$ cat config.mk
export PLATFORM = sky130hd
export DESIGN_NAME = mem_arbiter
export DESIGN_NICKNAME = d
export VERILOG_FILES = /design/src/rtl/mem_arbiter_pkg.sv /design/src/rtl/mem_arbiter_rr_arbiter2.sv /design/src/rtl/mem_arbiter.sv
export SDC_FILE = /design/constraint.sdc
export NUM_CORES = 1
export LEC_CHECK = 0
export ABC_AREA = 1
export CAP_MARGIN = 10
export CORE_AREA = 3 3 285 287
export CTS_CLUSTER_DIAMETER = 50
export DETAILED_ROUTE_END_ITERATION = 10
export DIE_AREA = 0 0 288 290
export GPL_ROUTABILITY_DRIVEN = 0
export GPL_TIMING_DRIVEN = 1
export PLACE_DENSITY = 0.45
export SYNTH_ARGS = -nofsm -noshare
export SYNTH_HDL_FRONTEND = slang
export SYNTH_SLANG_ARGS = --single-unit
$ cat constraint.sdc
create_clock -name clk_i -period 2.4 [get_ports clk_i]
set_clock_uncertainty 0.15 [all_clocks]
set_input_delay 0.48 -clock clk_i [delete_from_list [all_inputs] [get_ports clk_i]]
set_output_delay 0.48 -clock clk_i [all_outputs]
set_load 0.01 [all_outputs]
$ cat src/rtl/mem_arbiter_pkg.sv
`default_nettype none
// ============================================================================
// Module   : mem_arbiter_pkg
// Purpose  : Shared definitions for the instruction/data memory arbiter:
//            FSM state encoding, line geometry, default memory latency,
//            requester indices and the line-offset mask.
// Ports    : none (package)
// Revision : 1.0 - initial release
// ============================================================================
package mem_arbiter_pkg;

  // Cache line width in bits.
  localparam int c_LINE_W      = 128;
  // Default fixed memory latency in cycles (legal range 1..15).
  localparam int c_MEM_LAT_DEF = 5;
  // Byte-offset bits inside one cache line (16-byte line).
  localparam int c_LINE_OFF_W  = 4;
  // Latency counter width; wide enough for MEM_LAT-1 up to 14.
  localparam int c_CNT_W       = 4;

  // Mask of the in-line offset bits; cleared on the memory address.
  localparam logic [31:0] c_OFF_MASK = (32'd1 << c_LINE_OFF_W) - 32'd1;

  // Requester indices into the two-bit request/grant vectors.
  localparam int c_REQ_I = 0;
  localparam int c_REQ_D = 1;

  // Arbiter FSM encoding.
  typedef enum logic [1:0] {
    ST_IDLE   = 2'd0,
    ST_BUSY_I = 2'd1,
    ST_BUSY_D = 2'd2,
    ST_RESP   = 2'd3
  } state_t;

endpackage : mem_arbiter_pkg
`default_nettype wire

$ cat src/rtl/mem_arbiter_rr_arbiter2.sv
`default_nettype none
// ============================================================================
// Module   : rr_arbiter2
// Purpose  : Two-request round-robin grant. The grant is combinational from
//            the requests and a last-grant register; the register advances
//            only when upd_i is set and some request is present.
// Ports    : clk_i  - clock
//            rsn_i  - synchronous active-low reset
//            req_i  - request vector (bit 0 = instruction, bit 1 = data)
//            upd_i  - record the current grant as the last grant
//            gnt_o  - one-hot grant (all zero when no request)
// Revision : 1.0 - initial release
// ============================================================================
module rr_arbiter2
  import mem_arbiter_pkg::*;
(
  input  logic       clk_i,
  input  logic       rsn_i,
  input  logic [1:0] req_i,
  input  logic       upd_i,
  output logic [1:0] gnt_o
);

  // 1 = data side was granted last, 0 = instruction side.
  logic r_last_d;

  // On a tie the side not granted last wins; a lone request always wins.
  always_comb begin
    gnt_o          = 2'b00;
    gnt_o[c_REQ_I] = req_i[c_REQ_I] & (~req_i[c_REQ_D] | r_last_d);
    gnt_o[c_REQ_D] = req_i[c_REQ_D] & (~req_i[c_REQ_I] | ~r_last_d);
  end

  // Reset to "data last" so the instruction side wins the first tie.
  always_ff @(posedge clk_i) begin
    if (!rsn_i) begin
      r_last_d <= 1'b1;
    end else if (upd_i && (|req_i)) begin
      r_last_d <= gnt_o[c_REQ_D];
    end
  end

endmodule : rr_arbiter2
`default_nettype wire

$ cat src/rtl/mem_arbiter.sv
`default_nettype none
// ============================================================================
// Module   : mem_arbiter
// Purpose  : Shares one fixed-latency line memory between an instruction
//            refill port and a data read/write-back port. One transaction at
//            a time: IDLE grants, BUSY_x drives memory for MEM_LAT cycles,
//            RESP pulses the owner's ack for one cycle.
// Ports    : clk_i, rsn_i             - clock, synchronous active-low reset
//            ic_req_i/ic_addr_i       - instruction refill request/address
//            ic_abort_i               - cancel pending instruction refill
//            ic_ack_o/ic_line_o       - refill done pulse / line
//            dc_req_i/dc_we_i         - data request / write-back select
//            dc_addr_i/dc_wline_i     - data address / write-back line
//            dc_ack_o/dc_line_o       - data done pulse / read line
//            mem_req_o/mem_we_o       - memory transaction / write enable
//            mem_addr_o/mem_wline_o   - line address / write line
//            mem_rline_i              - read line, valid in last busy cycle
//            busy_o                   - FSM not idle
// Revision : 1.0 - initial release
// ============================================================================
module mem_arbiter
  import mem_arbiter_pkg::*;
#(
  parameter int MEM_LAT = c_MEM_LAT_DEF,
  parameter int LINE_W  = c_LINE_W
)
(
  input  logic              clk_i,
  input  logic              rsn_i,
  input  logic              ic_req_i,
  input  logic [31:0]       ic_addr_i,
  input  logic              ic_abort_i,
  output logic              ic_ack_o,
  output logic [LINE_W-1:0] ic_line_o,
  input  logic              dc_req_i,
  input  logic              dc_we_i,
  input  logic [31:0]       dc_addr_i,
  input  logic [LINE_W-1:0] dc_wline_i,
  output logic              dc_ack_o,
  output logic [LINE_W-1:0] dc_line_o,
  output logic              mem_req_o,
  output logic              mem_we_o,
  output logic [31:0]       mem_addr_o,
  output logic [LINE_W-1:0] mem_wline_o,
  input  logic [LINE_W-1:0] mem_rline_i,
  output logic              busy_o
);

  // Counter preload: the last busy cycle is the one where the count is 0.
  localparam logic [c_CNT_W-1:0] c_CNT_INIT = c_CNT_W'(MEM_LAT - 1);

  state_t              r_state;
  logic [c_CNT_W-1:0]  r_cnt;
  logic                r_abort;
  logic [LINE_W-1:0]   r_rline;

  logic [1:0]          w_req;
  logic [1:0]          w_gnt;
  logic                w_arb_upd;
  logic                w_last_busy;

  assign w_req       = {dc_req_i, ic_req_i};
  // Grant history only moves when a grant is actually taken in IDLE.
  assign w_arb_upd   = (r_state == ST_IDLE);
  assign w_last_busy = (r_cnt == '0);

  rr_arbiter2 u_rr_arbiter2 (
    .clk_i (clk_i),
    .rsn_i (rsn_i),
    .req_i (w_req),
    .upd_i (w_arb_upd),
    .gnt_o (w_gnt)
  );

  // Both requesters see the same response register; only the acks differ.
  assign ic_line_o = r_rline;
  assign dc_line_o = r_rline;

  always_ff @(posedge clk_i) begin
    if (!rsn_i) begin
      r_state     <= ST_IDLE;
      r_cnt       <= '0;
      r_abort     <= 1'b0;
      r_rline     <= '0;
      ic_ack_o    <= 1'b0;
      dc_ack_o    <= 1'b0;
      mem_req_o   <= 1'b0;
      mem_we_o    <= 1'b0;
      mem_addr_o  <= '0;
      mem_wline_o <= '0;
      busy_o      <= 1'b0;
    end else begin
      ic_ack_o <= 1'b0;
      dc_ack_o <= 1'b0;

      case (r_state)
        ST_IDLE: begin
          if (w_gnt[c_REQ_I]) begin
            r_state     <= ST_BUSY_I;
            r_cnt       <= c_CNT_INIT;
            mem_req_o   <= 1'b1;
            mem_we_o    <= 1'b0;
            mem_addr_o  <= ic_addr_i & ~c_OFF_MASK;
            mem_wline_o <= '0;
            busy_o      <= 1'b1;
          end else if (w_gnt[c_REQ_D]) begin
            r_state     <= ST_BUSY_D;
            r_cnt       <= c_CNT_INIT;
            mem_req_o   <= 1'b1;
            mem_we_o    <= dc_we_i;
            mem_addr_o  <= dc_addr_i & ~c_OFF_MASK;
            mem_wline_o <= dc_wline_i;
            busy_o      <= 1'b1;
          end
        end

        ST_BUSY_I: begin
          if (ic_abort_i) begin
            r_abort <= 1'b1;
          end
          if (w_last_busy) begin
            r_state   <= ST_RESP;
            r_rline   <= mem_rline_i;
            mem_req_o <= 1'b0;
            // An abort seen in the final busy cycle must also suppress ack.
            ic_ack_o  <= ~(r_abort | ic_abort_i);
          end else begin
            r_cnt <= r_cnt - 1'b1;
          end
        end

        ST_BUSY_D: begin
          if (w_last_busy) begin
            r_state   <= ST_RESP;
            if (!mem_we_o) begin
              r_rline <= mem_rline_i;
            end
            mem_req_o <= 1'b0;
            mem_we_o  <= 1'b0;
            dc_ack_o  <= 1'b1;
          end else begin
            r_cnt <= r_cnt - 1'b1;
          end
        end

        ST_RESP: begin
          r_state <= ST_IDLE;
          r_abort <= 1'b0;
          busy_o  <= 1'b0;
        end

        default: begin
          r_state <= ST_IDLE;
        end
      endcase
    end
  end

endmodule : mem_arbiter
`default_nettype wire

==> impl_results.md <==
* Outcome: finished clean
* Num CTS Buffers at 50
* Dpl hpwl at 43740 um
* Crit Path Category: register to output pin
* YS warnings at 0
* Async SR Flop Fraction at 0%
* Met2 WL at 28400 um
* Gate power share at 46.9%
* Synth Flop Type: dfxtp_1
* Worst r2r src: r_state[0]$_SDFFE_PN0P_
* Worst-skew pair later-pin latency at 0.59 ns
* Postcts setup bufs at 0
* Final setup viols at 0
* Setup crit start kind: register
* Worst EP required at 1.77 ns
* M1 wire length at 23830 um
* WL/cell at 17.88 um
* # H-tree levels at 2
* Max layer used: met5
* Most frequent cells in the layout: clkdlybuf4s50_1 (733), nor2_1 (332), dfxtp_1 (297), o21ai_0 (182), a21oi_1 (134)
* Layout Nets at 2531
* Global-route wire length before repair at 86060 um
* Overflow after GRT at 0
* Initial core utilization at 15.67%
* Max frequency at 0.4386 GHz
* Clock Path Buffers at 3
* Boundary Pins at 747
* #FFs+latches synth at 297
* Initial DRC Count at 605
* Buf+Inv Stages, Crit Path at 1
* Cell Int Power at 18.08 mW
* Unrepaired setup endpoints after global routing: no
* Root Buffer: clkbuf_16
* Smallest hold slack at 0.05472 ns
* Slew @ Worst Pin at 0.5866 ns
* Final instance area at 21820 um^2
* CTS tree: yes
* Clock slew at reported path FFs at 0.06 ns
* Power Dens Cells at 1336 nW/um^2
* Die area at 83520 um^2
* Die Ht at 290 um
* Clock share of power at 25.1%
* DR DRC count at 0
* Post-synth EDFFs at 0
* Site row count at 103
* IO Port Bufs at 734
* Distinct cells, synth at 22
* Placed cell areas at 20080 um^2
* Endpoint class of the critical path: output pin
* Drt first pass iters at 4
* Crit path from: dc_line_o[27]$_SDFFE_PN0P_
* Crit path time final at 2.280 ns
* Commonest non-fill, non-tap cell in the layout: clkdlybuf4s50_1
* Net Switching at 11.07 mW
* Hold_buf cts at 0
* Cell count after synthesis at 1625
* CP max FO at 3
* Post-synthesis sequential area ratio at 48.11%
* Slew Viols, Final at 0
* Final setup margin at 0.1198 ns
* Wire length on met3 at 5027 um
* Hold_sp: rsn_i
* Area of the core at 78870 um^2
* TNS Setup at 0 ns
* Leakage at 8.500 nW
* All-layer global routing usage at 13.41%
* Crit path arrival time at 1.65 ns
* Post-Syn Area at 12360 um^2
* Layout cells sized above 1 at 6.431%
* Mapped Avg Cell Area at 7.606 um^2
* Slowest-stage cell, CP: clkdlybuf4s50_1
* Area grow syn2layout at 76.51%
* Worst slack, placed at 0.09338 ns
* Sequential share of power at 27.9%
* CP top delay family: buffers and inverters
* Via density at 3.944
* Die W at 288 um
* CP Cell Sequence: clkdlybuf4s50_1
* Largest net degree at the start of global routing at 113
* Final Routed Wirelength at 58820 um
* Post-CTS resize count at 0
* Max_cap viols at 0
* HP Class: input pin to register
* Sw Ratio at 37.97%
* Rel. slew slack at 60.89%
* CP peak stage delay at 0.61 ns
* Clk sinks at 297
* Final worst path period share at 95.01%
* Via count at 12980
* ANT nets after route at 0
* Antenna violations before repair at 6
* Number of global-route vias before repair at 13030
* Peak VDD IR at 638.3 uV
* Hold Vio Cnt, Final at 0
## power by group through the flow
stage / logic [mW] / registers (mW) / clock network (mW)
2_1_floorplan: 6.11 / 8.64 / 0
3_3_place_gp: 13.9 / 8.19 / 0
3_5_place_dp: 13.9 / 8.25 / 0
4_1_cts: 13.9 / 8.19 / 7.60
5_1_grt: 14.9 / 8.40 / 7.77
6_report: 13.7 / 8.15 / 7.32
## layout make-up
class                           count  area [um^2]
Tap cell                         1050         1314
Timing Repair Buffer              778         7966
Multi-Input combinational cell   1025         4677
Clock buffer                       64         1404
Clock inverter                     30        332.8
Fill cell                        8460        57050
Antenna cell                        1        2.502
Inverter                           45        173.9
Sequential cell                   297         5946
## per-layer routing
layer	global-route usage (%)	vias up
met5	0	-
met4	3.868	4
met3	4.454	87
met2	23.22	502
met1	15.67	5991
li1	-	6392
## stage by stage
| step | std cells | util (%) | power (mW) |
|---|---|---|---|
| after floorplan | 1628 | - | 14.76 |
| after global placement | 3195 | 25.46 | 22.04 |
| after detailed placement | 3195 | 25.46 | 22.12 |
| after CTS | 3289 | 27.66 | 29.73 |
| after global routing | 3290 | 27.66 | 31.05 |
| final | 3290 | 27.66 | 29.15 |
## sequential cells by signal, indices dropped and copies added (netlist names)
register / cells
dc_line_o: 128
mem_wline_o: 128
mem_addr_o: 28
r_cnt: 4
r_state: 2
busy_o: 1
dc_ack_o: 1
ic_ack_o: 1
mem_req_o: 1
mem_we_o: 1
r_abort: 1
u_rr_arbiter2.r_last_d: 1
## path summary, 6_finish.rpt
check                            endpoint  slack (ns)  cells after the start
max reg2reg     dc_line_o[8]$_SDFFE_PN0P_        0.21                      9
min reg2reg           ic_ack_o$_SDFF_PN0_        0.29                      1
max                         dc_line_o[27]        0.12                      1
min          mem_wline_o[70]$_SDFFE_PN0P_        0.05                      3
## kinds of logic (layout without fill, tap and decap cells)
logic type / count (synthesis) / in the layout / share of synthesized area [%]
and+or+nand+nor: 614 / 614 / 20.39
AOI/OAI and AO/OA: 399 / 399 / 16.23
buffers and inverters: 306 / 917 / 14.44
DFF: 297 / 297 / 48.11
adders and majority gates: 8 / 8 / 0.8099
other: 1 / 5 / 0.03034
## worst reg2reg max path: cells and delay by family (launching register included)
kind | cells | cell delay, ns
buf+inv | 3 | 0.60
simple gates | 3 | 0.37
fa+ha+maj | 1 | 0.25
flops | 1 | 0.39
compound gates | 2 | 0.36
## synth_stat cells, types with 34 or more instances
cell type,instances,area share [%]
a21oi_1,134,5.4
buf_2,61,2.5
buf_4,149,9.1
clkbuf_1,51,1.5
dfxtp_1,297,48
inv_1,43,1.3
nand2_1,115,3.5
nand3_1,34,1.4
nor2_1,332,10
nor3_1,128,5.2
o21ai_0,182,7.4
o21ai_1,80,3.2
Note: power is estimated with default switching activity, not from simulation.
